File: config.mk
export PLATFORM = sky130hd
export DESIGN_NAME = piece_dropper
export DESIGN_NICKNAME = d
export VERILOG_FILES = /design/src/rtl/piece_dropper.sv
export SDC_FILE = /design/constraint.sdc
export NUM_CORES = 1
export LEC_CHECK = 0
export CORE_ASPECT_RATIO = 0.5
export CORE_UTILIZATION = 43
export DETAILED_ROUTE_END_ITERATION = 10
export GPL_TIMING_DRIVEN = 1
export PLACE_DENSITY = 0.75
export RECOVER_POWER = 25
export SLEW_MARGIN = 20
export SYNTH_ARGS = -nofsm -noshare
export SYNTH_HDL_FRONTEND = slang
export SYNTH_SLANG_ARGS = --single-unit
File: constraint.sdc
create_clock -name clk -period 1.7 [get_ports clk]
set_input_delay 0.17 -clock clk [delete_from_list [all_inputs] [get_ports clk]]
set_output_delay 0.17 -clock clk [all_outputs]
set_load 0.01 [all_outputs]
File: src/rtl/piece_dropper.sv
// rtl/piece_dropper.sv - drop-piece move sequencer for a gravity board game
//
// Accepts a column/player move request, scans the column bottom-up through an
// external board read port, writes the piece into the lowest empty cell, starts
// an external victory checker and reports the outcome. End-of-game flags are
// sticky until reset.
//
// Ports:
//   clk, rst_n                   clock, asynchronous active-low reset
//   drop_valid/drop_ready        move handshake; drop_col, player = move request
//   read_row/read_col, data_in   board read address and combinational cell value
//   write_en/row/col/data        one-cycle board write
//   move_row/move_col            coordinates of the last placed piece
//   start_check, done_checking   victory checker start pulse / completion
//   winner                       victory checker result (00 = none)
//   move_done, move_invalid      one-cycle outcome pulses
//   game_over, draw, game_winner sticky end-of-game state

module piece_dropper #(
  parameter int ROWS = 8,
  parameter int COLS = 8
) (
  input  logic       clk,
  input  logic       rst_n,
  input  logic       drop_valid,
  input  logic [2:0] drop_col,
  input  logic [1:0] player,
  output logic       drop_ready,
  output logic [2:0] read_row,
  output logic [2:0] read_col,
  input  logic [1:0] data_in,
  output logic       write_en,
  output logic [2:0] write_row,
  output logic [2:0] write_col,
  output logic [1:0] write_data,
  output logic [2:0] move_row,
  output logic [2:0] move_col,
  output logic       start_check,
  input  logic       done_checking,
  input  logic [1:0] winner,
  output logic       move_done,
  output logic       move_invalid,
  output logic       game_over,
  output logic       draw,
  output logic [1:0] game_winner
);

  localparam logic [2:0] LAST_ROW = 3'(ROWS - 1);
  localparam logic [3:0] COLS_W   = 4'(COLS);
  localparam logic [6:0] CELLS    = 7'(ROWS * COLS);

  typedef enum logic [2:0] {
    S_IDLE, S_SCAN, S_WRITE, S_START, S_WAIT, S_REPORT, S_REJECT
  } state_t;

  state_t     state, state_next;
  logic [2:0] col_q;
  logic [1:0] player_q;
  logic [2:0] scan_row;
  logic [6:0] move_count;
  logic [1:0] winner_q;
  logic       accept;
  logic       bad_req;
  logic       cell_empty;

  assign accept     = drop_valid && drop_ready;
  assign bad_req    = (player == 2'b00) || (player == 2'b11) || ({1'b0, drop_col} >= COLS_W);
  assign cell_empty = (data_in == 2'b00);

  // State register
  always_ff @(posedge clk or negedge rst_n) begin
    if (!rst_n) state <= S_IDLE;
    else        state <= state_next;
  end

  // Next-state logic
  always_comb begin
    state_next = state;
    case (state)
      S_IDLE:   if (accept) state_next = bad_req ? S_REJECT : S_SCAN;
      S_SCAN: begin
        if (cell_empty)                state_next = S_WRITE;
        else if (scan_row == LAST_ROW) state_next = S_REJECT;
      end
      S_WRITE:  state_next = S_START;
      S_START:  state_next = S_WAIT;
      S_WAIT:   if (done_checking) state_next = S_REPORT;
      S_REPORT: state_next = S_IDLE;
      S_REJECT: state_next = S_IDLE;
      default:  state_next = S_IDLE;
    endcase
  end

  // Move datapath and sticky game state
  always_ff @(posedge clk or negedge rst_n) begin
    if (!rst_n) begin
      col_q       <= '0;
      player_q    <= '0;
      scan_row    <= '0;
      move_count  <= '0;
      winner_q    <= '0;
      move_row    <= '0;
      move_col    <= '0;
      game_over   <= 1'b0;
      draw        <= 1'b0;
      game_winner <= '0;
    end else begin
      case (state)
        S_IDLE: begin
          if (accept) begin
            col_q    <= drop_col;
            player_q <= player;
            scan_row <= '0;
          end
        end
        S_SCAN: begin
          // move_row doubles as the write target; it is only updated when a
          // target is found, so a full column leaves it untouched.
          if (cell_empty) begin
            move_row <= scan_row;
            move_col <= col_q;
          end else if (scan_row != LAST_ROW) begin
            scan_row <= scan_row + 3'd1;
          end
        end
        S_WRITE: move_count <= move_count + 7'd1;
        S_WAIT:  if (done_checking) winner_q <= winner;
        S_REPORT: begin
          if (winner_q != 2'b00) begin
            game_over   <= 1'b1;
            game_winner <= winner_q;
          end else if (move_count == CELLS) begin
            game_over <= 1'b1;
            draw      <= 1'b1;
          end
        end
        default: ;
      endcase
    end
  end

  // Outputs decoded from state; drop_ready is gated by rst_n so every output
  // reads 0 while reset is held.
  always_comb begin
    drop_ready   = 1'b0;
    read_row     = '0;
    read_col     = '0;
    write_en     = 1'b0;
    write_row    = '0;
    write_col    = '0;
    write_data   = '0;
    start_check  = 1'b0;
    move_done    = 1'b0;
    move_invalid = 1'b0;
    case (state)
      S_IDLE: drop_ready = rst_n && !game_over;
      S_SCAN: begin
        read_row = scan_row;
        read_col = col_q;
      end
      S_WRITE: begin
        write_en   = 1'b1;
        write_row  = move_row;
        write_col  = col_q;
        write_data = player_q;
      end
      S_START:  start_check  = 1'b1;
      S_REPORT: move_done    = 1'b1;
      S_REJECT: move_invalid = 1'b1;
      default: ;
    endcase
  end

endmodule

=== Yosys cells after proc, flatten, opt, wreduce, memory -nomap -nowiden ===
Cells that the tools add are included.

* Add/sub/neg operators: 2
* Equal/unequal tests: 15
* Mux-type cells: 22
* Bitwise logic cells: 1
* Reduce and logical (&&, ||, !) cells: 18

{| class="wikitable"
|+ Operators by type and width
! cell !! count
|-
| 2-to-1 mux 3 bit || 12
|-
| case mux 3 bit (5 select lines) || 1
|-
| equality test 3 bit (second input constant) || 4
|-
| AND reduction 2 bit || 5
|-
| inequality test 2 bit (second input constant) || 4
|-
| adder 7 x 1 -> 7 bit (second input constant) || 1
|-
| equality test 7 bit (second input constant) || 1
|-
| 2-to-1 mux 1 bit || 7
|-
| equality test 3 x 2 -> 1 bit (second input constant) || 2
|-
| inequality test 3 bit (second input constant) || 2
|-
| case mux 3 bit (2 select lines) || 1
|-
| AND reduction 3 bit || 2
|-
| nonzero test 2 bit || 3
|-
| zero test 2 bit || 2
|-
| AND reduction 4 bit || 1
|-
| adder 3 x 1 -> 3 bit (second input constant) || 1
|-
| equality test 3 x 1 -> 1 bit (second input constant) || 1
|-
| zero test 3 bit || 1
|-
| equality test 2 bit (second input constant) || 1
|-
| logical AND 1 bit || 2
|-
| 2-to-1 mux 2 bit || 1
|-
| zero test 1 bit || 1
|-
| logical OR 1 bit || 1
|-
| inverter 1 bit || 1
|}

* Bits in registers: 30

=== Depth between registers and ports, before layout ===
Gate-level depths: netlist of run 1.

* Word-level depth: 6
* Mapped depth: 5
* Depth with buffers taken out: 5

=== Least setup slack after synthesis of run 1 ===
Ideal clock, no wire load.

* Path kind: flip-flop to flip-flop
* From: register scan_row[0]
* To: register scan_row[2]
* Library setup time: 0.121 ns
* Arrival: 1.571 ns
* Setup slack: 0.008 ns
* Stages on the path, launching flop included: 6
* Clock period less this slack: 1.692 ns
* Path through: dfrtp_1 > ha_1 > ha_1 > o21ba_2 > mux2_2 > a22o_1

* Word-level cells in the longest chain between the ends: 4

{| class="wikitable"
|+ RTL lines
! item !! line !! text
|-
| start: declaration || 59 || <nowiki>logic [2:0] scan_row;</nowiki>
|-
| start signal: assignment || 123 || <nowiki>scan_row <= scan_row + 3'd1;</nowiki>
|-
| adder 3 x 1 -> 3 bit || 123 ||
|-
| 2-to-1 mux 3 bit || 122 || <nowiki>end else if (scan_row != LAST_ROW) begin</nowiki>
|-
| 2-to-1 mux 3 bit || 119 || <nowiki>if (cell_empty) begin</nowiki>
|-
| case mux 3 bit (2 select lines) || 108 || <nowiki>case (state)</nowiki>
|}

Several ways; a longest one is shown, not always the timed one. The select of a mux whose other input is x is not followed.
A chain may end at the register's enable or synchronous reset.

=== Final worst setup path of run 1 ===
* From: register state[2]
* To: output port read_col[2]

* Word-level cells in the longest chain between the ends: 2

{| class="wikitable"
|+ RTL lines
! item !! line !! text
|-
| start: declaration || 56 || <nowiki>state_t state, state_next;</nowiki>
|-
| start signal: assignment || 73 || <nowiki>else state <= state_next;</nowiki>
|-
| equality test 3 x 1 -> 1 bit || 155 || <nowiki>case (state)</nowiki>
|-
| 2-to-1 mux 3 bit || 155 ||
|-
| end: declaration || 30 || <nowiki>output logic [2:0] read_col,</nowiki>
|}

No other way between the ends.

==> results of run 1 <==
-- report_power, final --
group,switching [mW],internal [mW]
logic,0.739,1.00
clock network,0.270,0.326
registers,0.226,1.01
-- Yosys cell counts, drive strengths merged (2+ instances only) --
cell type / instances
dfrtp: 30
nor3b: 5
nor3: 3
and3b: 3
nand2: 6
o21ai: 3
nor2: 3
inv: 3
nor4: 2
nand4: 2
and2: 8
mux2: 16
nand3: 2
a22o: 6
and3: 9
ha: 4
xnor2: 7
buf: 7
o21bai: 2
-- cell families (layout without fill, tap and decap cells) --
group / after synthesis / after routing / share of synthesized area [%]
fa+ha+maj: 4 / 4 / 3.205
xor+xnor: 7 / 7 / 3.926
flops: 30 / 30 / 48.08
compound gates: 19 / 19 / 9.776
simple gates: 47 / 47 / 19.15
mux: 16 / 16 / 11.54
buf+inv: 11 / 73 / 4.326
-- area by class of cell --
| cell class | count | area, um2 |
|---|---|---|
| Fill cell | 317 | 1236 |
| Multi-Input combinational cell | 93 | 764.5 |
| Sequential cell | 30 | 750.7 |
| Timing Repair Buffer | 62 | 535.5 |
| Clock buffer | 7 | 86.33 |
| Tap cell | 51 | 63.81 |
| Inverter | 3 | 11.26 |
| Clock inverter | 1 | 5.005 |
-- final timing paths --
check	startpoint	to	slack, ns	cells after the start
worst max-delay path	state[2]$_DFFE_PN0P_	read_col[2]	0.01	5
worst min-delay path	draw$_DFFE_PN0P_	draw$_DFFE_PN0P_	0.46	1
worst max register to register	scan_row[0]$_DFFE_PN0P_	scan_row[2]$_DFFE_PN0P_	0.07	5
worst min register to register	draw$_DFFE_PN0P_	draw$_DFFE_PN0P_	0.46	1
max in group asynchronous	rst_n	scan_row[2]$_DFFE_PN0P_	0.57	3
min in group asynchronous	rst_n	state[0]$_DFFE_PN0P_	0.65	3
-- through the flow --
step                      hold slack, ns  area, um2  power (mW)  utilization (%)   TNS (ns)
after floorplan                  -0.1256       1562       2.191                -          0
after global placement            0.4496       2085       2.869            60.36  -0.001834
after detailed placement          0.4538       2085       2.912            60.36   -0.01472
after CTS                         0.4112       2221       3.560            64.31   -0.07576
after global routing              0.4906       2217       3.818            64.20    -0.1301
final                             0.4637       2217       3.568            64.20          0
-- placed cells by master (no fill, tap or decap), drive strengths merged, types with 7 or more instances in the layout --
master | synthesis | final
and2 | 8 | 8
and3 | 9 | 9
buf | 7 | 28
clkbuf | 1 | 9
clkdlybuf4s50 | 0 | 21
dfrtp | 30 | 30
dlygate4sd2 | 0 | 7
mux2 | 16 | 16
xnor2 | 7 | 7
-- what timing repair did --
item | in CTS | in global routing
buffers inserted | 4 | 2
cloned | 0 | 1
pin swaps | 1 | 0
setup endpoints to repair | 20 | 21
gates resized for setup | 46 | 17
-- worst max-delay path: cells and delay by family (launching register included) --
family        cells  cell delay, ns
buf+inv           3            0.52
flops             1            0.42
simple gates      2            0.28
-- flip-flops by register name, indices dropped and copies added (netlist names) --
signal       count
move_count       7
col_q            3
move_col         3
move_row         3
scan_row         3
state            3
game_winner      2
player_q         2
winner_q         2
draw             1
game_over        1
-- routing by layer --
metal,routed length [um],global-route usage (%),up-vias
li1,-,-,608
met1,1613,23.26,596
met2,1571,32.44,22
met3,108,5.970,4
met4,58,11.80,0
met5,0,0,-
==> results_dict.tcl, run 1 <==
set metrics [dict create \
    run_status "complete, no violations" \
    syn-cell-area_mm2 0.001561 \
    dp_cells 232 \
    drv_slew 0 \
    drive_above_1_share_pct 31.63 \
    antenna_found_initial 0 \
    layout_setup_ws_ns 0.01216 \
    fin_crit_sh_pct 99.28 \
    htree_levels 2 \
    cp-start-kind "flop" \
    firstDrtPassIters 4 \
    finClkSkew_ns 0.005925 \
    ir_drop_uv 868.3 \
    dp_hpwl_mm 2.336 \
    min_period_ns 1.688 \
    synth_top_area_share_pct 48.08 \
    wl_per_cell_um 13.57 \
    vias 1230 \
    synth_edf_count 0 \
    final_antenna_net_count 0 \
    arrival_ns 1.52 \
    numCtsBuffers 5 \
    hold_viol 0 \
    grt_pass1_vias 1169 \
    slowest_delay_ns 0.42 \
    yosys.area.top_type "dfrtp_1" \
    cts_buffer_depth 2 \
    hp-class "flop to flop" \
    postCtsHoldBufs 0 \
    relSlewSlack_pct 48.92 \
    drt-initial-drc-count 29 \
    syn2layout_area_growth_pct 41.99 \
    io_buffer_count 41 \
    powerDensity_mw_per_mm2 1609 \
    ys_seq_area_share_pct 48.08 \
    nets 212 \
    syn_avg_cell_area_um2 11.65 \
    synth-seq-cells 30 \
    synthFlopType "dfrtp_1" \
    instances_no_fill 247 \
    clock_latency_ns 0.29 \
    ioPinCount 42 \
    diodes 0 \
    setup_viol 0 \
    async_flop_share_pct 100.0 \
    ys_types 36 \
    grt_first_pass_wirelength_mm 5.368 \
    gr-total-overflow 0 \
    dieArea_mm2 0.003891 \
    crit_type "flop to output port" \
    cts_tree "done" \
    synth_nets 151 \
    cts-root-buf "clkbuf_8" \
    fp.dieW_um 87.22 \
    cp.required_ns 1.53 \
    ys_warn_count 0 \
    rsz0062_at_grt "yes" \
    drc_errors 0 \
    clk_pin_slew_ns 0.06 \
    path_cells "buf_4, nor2_4, buf_2, and3_1, clkdlybuf4s15_2" \
    crit_path_end_kind "output port" \
    worst_pin_slew_ns 0.7662 \
    gr-usage-all-layers_pct 19.63 \
    path_max_fanout 4 \
    num_rows 15 \
    syn_inst 134 \
    fmax_mhz 592.5 \
    routabilityCongestion 0.7436 \
    critical_path.slowest_cell "dfrtp_1" \
    cts.sinks 30 \
    coreArea_mm2 0.003453 \
    place_ws_ns -0.01472 \
    via_per_inst 4.980 \
    initial_core_util_pct 45.22 \
    synth.area.top_cells "dfrtp_1 (48%), mux2_2 (12%), xnor2_1 (3.9%)" \
    wl_mm 3.351 \
    power_leakage_nw 1.066 \
    chipHeight_um 44.61 \
    grt_max_degree 31 \
    drv_cap 0 \
]
Note: power is estimated with default switching activity, not from simulation.
==> run 2, diff against run 1 <==
- CAP_MARGIN: default -> 20
- GPL_TIMING_DRIVEN: 1 -> 0
==> run 2 against run 1 <==
Net effect:
- critical path depth is 1 higher
- utilization grew 0.18 points
- first-iteration DRC count fell by 10%
- combinational power rose by 5%
- final area increased by 0.28%
- hold slack better by 0.016 ns
- critical endpoint is now write_data[0]
- largest power group unchanged
==> results_dict.tcl, run 2 (synthesized netlist as in run 1, its figures left out) <==
set metrics [dict create \
    diodes 0 \
    numCtsBuffers 5 \
    final_common_cell "dfrtp_1" \
    setup_tns_ns 0 \
    critical_path.slowest_cell "dfrtp_1" \
    min_period_ns 1.678 \
    htree_levels 2 \
    largest_reg_flops 7 \
    syn2layout_area_growth_pct 42.39 \
    grt_max_degree 31 \
    grt_pass1_vias 1167 \
    fin_crit_sh_pct 98.68 \
    worstHoldStart "draw$_DFFE_PN0P_" \
    cp-start-kind "flop" \
    busiest_layer "met2" \
    sw_frac_of_total_pct 34.68 \
    final_antenna_net_count 0 \
    crit_type "flop to output port" \
    grt_first_pass_wirelength_mm 5.520 \
    ioPinCount 42 \
    fin_total_pwr_mw 3.639 \
    finClkSkew_ns 0.004357 \
    globalRouteMet2Util_pct 30.39 \
    hold-path-cell-count 1 \
    hp-class "flop to flop" \
    initial_core_util_pct 45.22 \
    mostFrequentLayoutCells "dfrtp_1 (29), clkdlybuf4s50_1 (21), mux2_2 (16)" \
    power_leakage_nw 1.069 \
    vias 1248 \
    p_int_mw 2.377 \
    power_frac_comb_pct 50.1 \
    num_rows 15 \
    drive_above_1_share_pct 34.85 \
    wl_mm 3.510 \
    hold_viol 0 \
    p_sw_mw 1.262 \
    arrival_ns 1.51 \
    relSlewSlack_pct 51.02 \
    cp.required_ns 1.53 \
    dp_hpwl_mm 2.309 \
    use_met1_pct 26.14 \
    coreArea_mm2 0.003453 \
    clock_latency_ns 0.28 \
    drv_cap 0 \
    drt-initial-drc-count 26 \
    multiInputGateArea_um2 764.5 \
    cts.sinks 30 \
    dieArea_mm2 0.003891 \
    fillCellCount 295 \
    sequentialPowerShare_pct 33.8 \
    pwr-share-clk_pct 16.1 \
    crit_path_end_kind "output port" \
    drc_errors 0 \
    antenna_found_initial 0 \
    worst_pin_slew_ns 0.7347 \
    critical_path.reg2reg.endpoint "scan_row[2]$_DFFE_PN0P_" \
    fmax_mhz 596.1 \
    met3_usage_pct 6.343 \
    gr-usage-all-layers_pct 19.45 \
    top_register "move_count" \
    chipHeight_um 44.61 \
    wl_per_cell_um 14.10 \
    slowest_delay_ns 0.36 \
    rsz0062_at_grt "yes" \
    setup_viol 0 \
    reg2reg_slack_ns 0.05 \
    regArea_um2 752.0 \
    r2r_cells 5 \
    fp.dieW_um 87.22 \
    r2r-start "scan_row[0]$_DFFE_PN0P_" \
    drv_slew 0 \
    hold_end "draw$_DFFE_PN0P_" \
    run_status "complete, no violations" \
    cts_buffer_depth 2 \
    clk_pin_slew_ns 0.06 \
    via_per_inst 5.012 \
    cts_tree "done" \
    routabilityCongestion 0.7603 \
    path_cells "buf_4, nor3b_4, buf_6, buf_6, and2_4, buf_6" \
    powerDensity_mw_per_mm2 1637 \
    path_max_fanout 8 \
    io_buffer_count 41 \
    ir_drop_uv 851.0 \
    cts-root-buf "clkbuf_8" \
    gr-total-overflow 0 \
    cp_common_cell "buf_6" \
    firstDrtPassIters 4 \
    nets 214 \
]
==> run 2: cell types whose count changed in the layout (fill, tap and decap cells not counted), sizes merged <==
| cell | delta |
|---|---|
| buf | +1 |
| clkdlybuf4s15 | -2 |
| clkbuf | +7 |
| dlygate4sd2 | -4 |
==> run 2: how the worst max path moves through the flow <==
stage | startpoint | to | slack, ns | cells past startpoint
after floorplan | scan_row[0]$_DFFE_PN0P_ | scan_row[2]$_DFFE_PN0P_ | 0.008 | 5
after global placement | rst_n | drop_ready | -1.08 | 4
after detailed placement | state[2]$_DFFE_PN0P_ | write_row[1] | -0.30 | 5
after CTS | state[2]$_DFFE_PN0P_ | read_row[0] | 0.00008 | 5
after global routing | state[2]$_DFFE_PN0P_ | write_data[0] | -0.05 | 6
final | state[0]$_DFFE_PN0P_ | write_data[0] | 0.02 | 6
==> run 2: per-layer routing <==
| layer | vias up | routed length [um] |
|---|---|---|
| met5 | - | 0 |
| met4 | 0 | 28 |
| met3 | 5 | 160 |
| met2 | 25 | 1613 |
| met1 | 604 | 1708 |
| li1 | 614 | - |
==> run 2: final cells by class <==
type / count / area share, %
Timing Repair Buffer: 56 / 20.60
Inverter: 3 / 0.5065
Multi-Input combinational cell: 93 / 34.38
Sequential cell: 30 / 33.82
Tap cell: 51 / 2.870
Clock inverter: 1 / 0.2251
Clock buffer: 7 / 3.883
Buffer: 8 / 3.714
==> run 2: worst max-delay path: cells and delay by family, from the launching register on <==
kind,cells,cell delay (ns)
buffers and inverters,4,0.51
and+or+nand+nor,2,0.37
DFF,1,0.36
==> run 2: stage by stage <==
stage               util, %  hold WS [ns]  cells  setup WS, ns  cell area (um2)
global route          64.38        0.5032    249      -0.05199             2223
finish                64.38        0.4800    249       0.02236             2223
detailed placement    58.80        0.2482    226       -0.2986             2031
global placement      58.95        0.4632    226        -1.084             2036
CTS                   64.96        0.4214    248    0.00007983             2243
floorplan                 -       -0.1256    134      0.008254             1562
==> run 2: power groups by stage <==
stage          clock [mW]  combinational [mW]  sequential (mW)
2_1_floorplan           0               0.949             1.24
3_3_place_gp            0                1.55             1.24
3_5_place_dp            0                1.58             1.25
4_1_cts             0.600                1.78             1.22
5_1_grt             0.631                1.99             1.27
6_report            0.586                1.82             1.23
==> run 2: repair_timing <==
action / CTS / global route
gates resized for setup: 60 / 20
endpoints found under the hold margin: 30 / 0
gates cloned: 0 / 0
buffers inserted: 12 / 2
pin swaps: 3 / 0
hold buffers: 2 / 0
endpoints found under the setup margin: 22 / 14
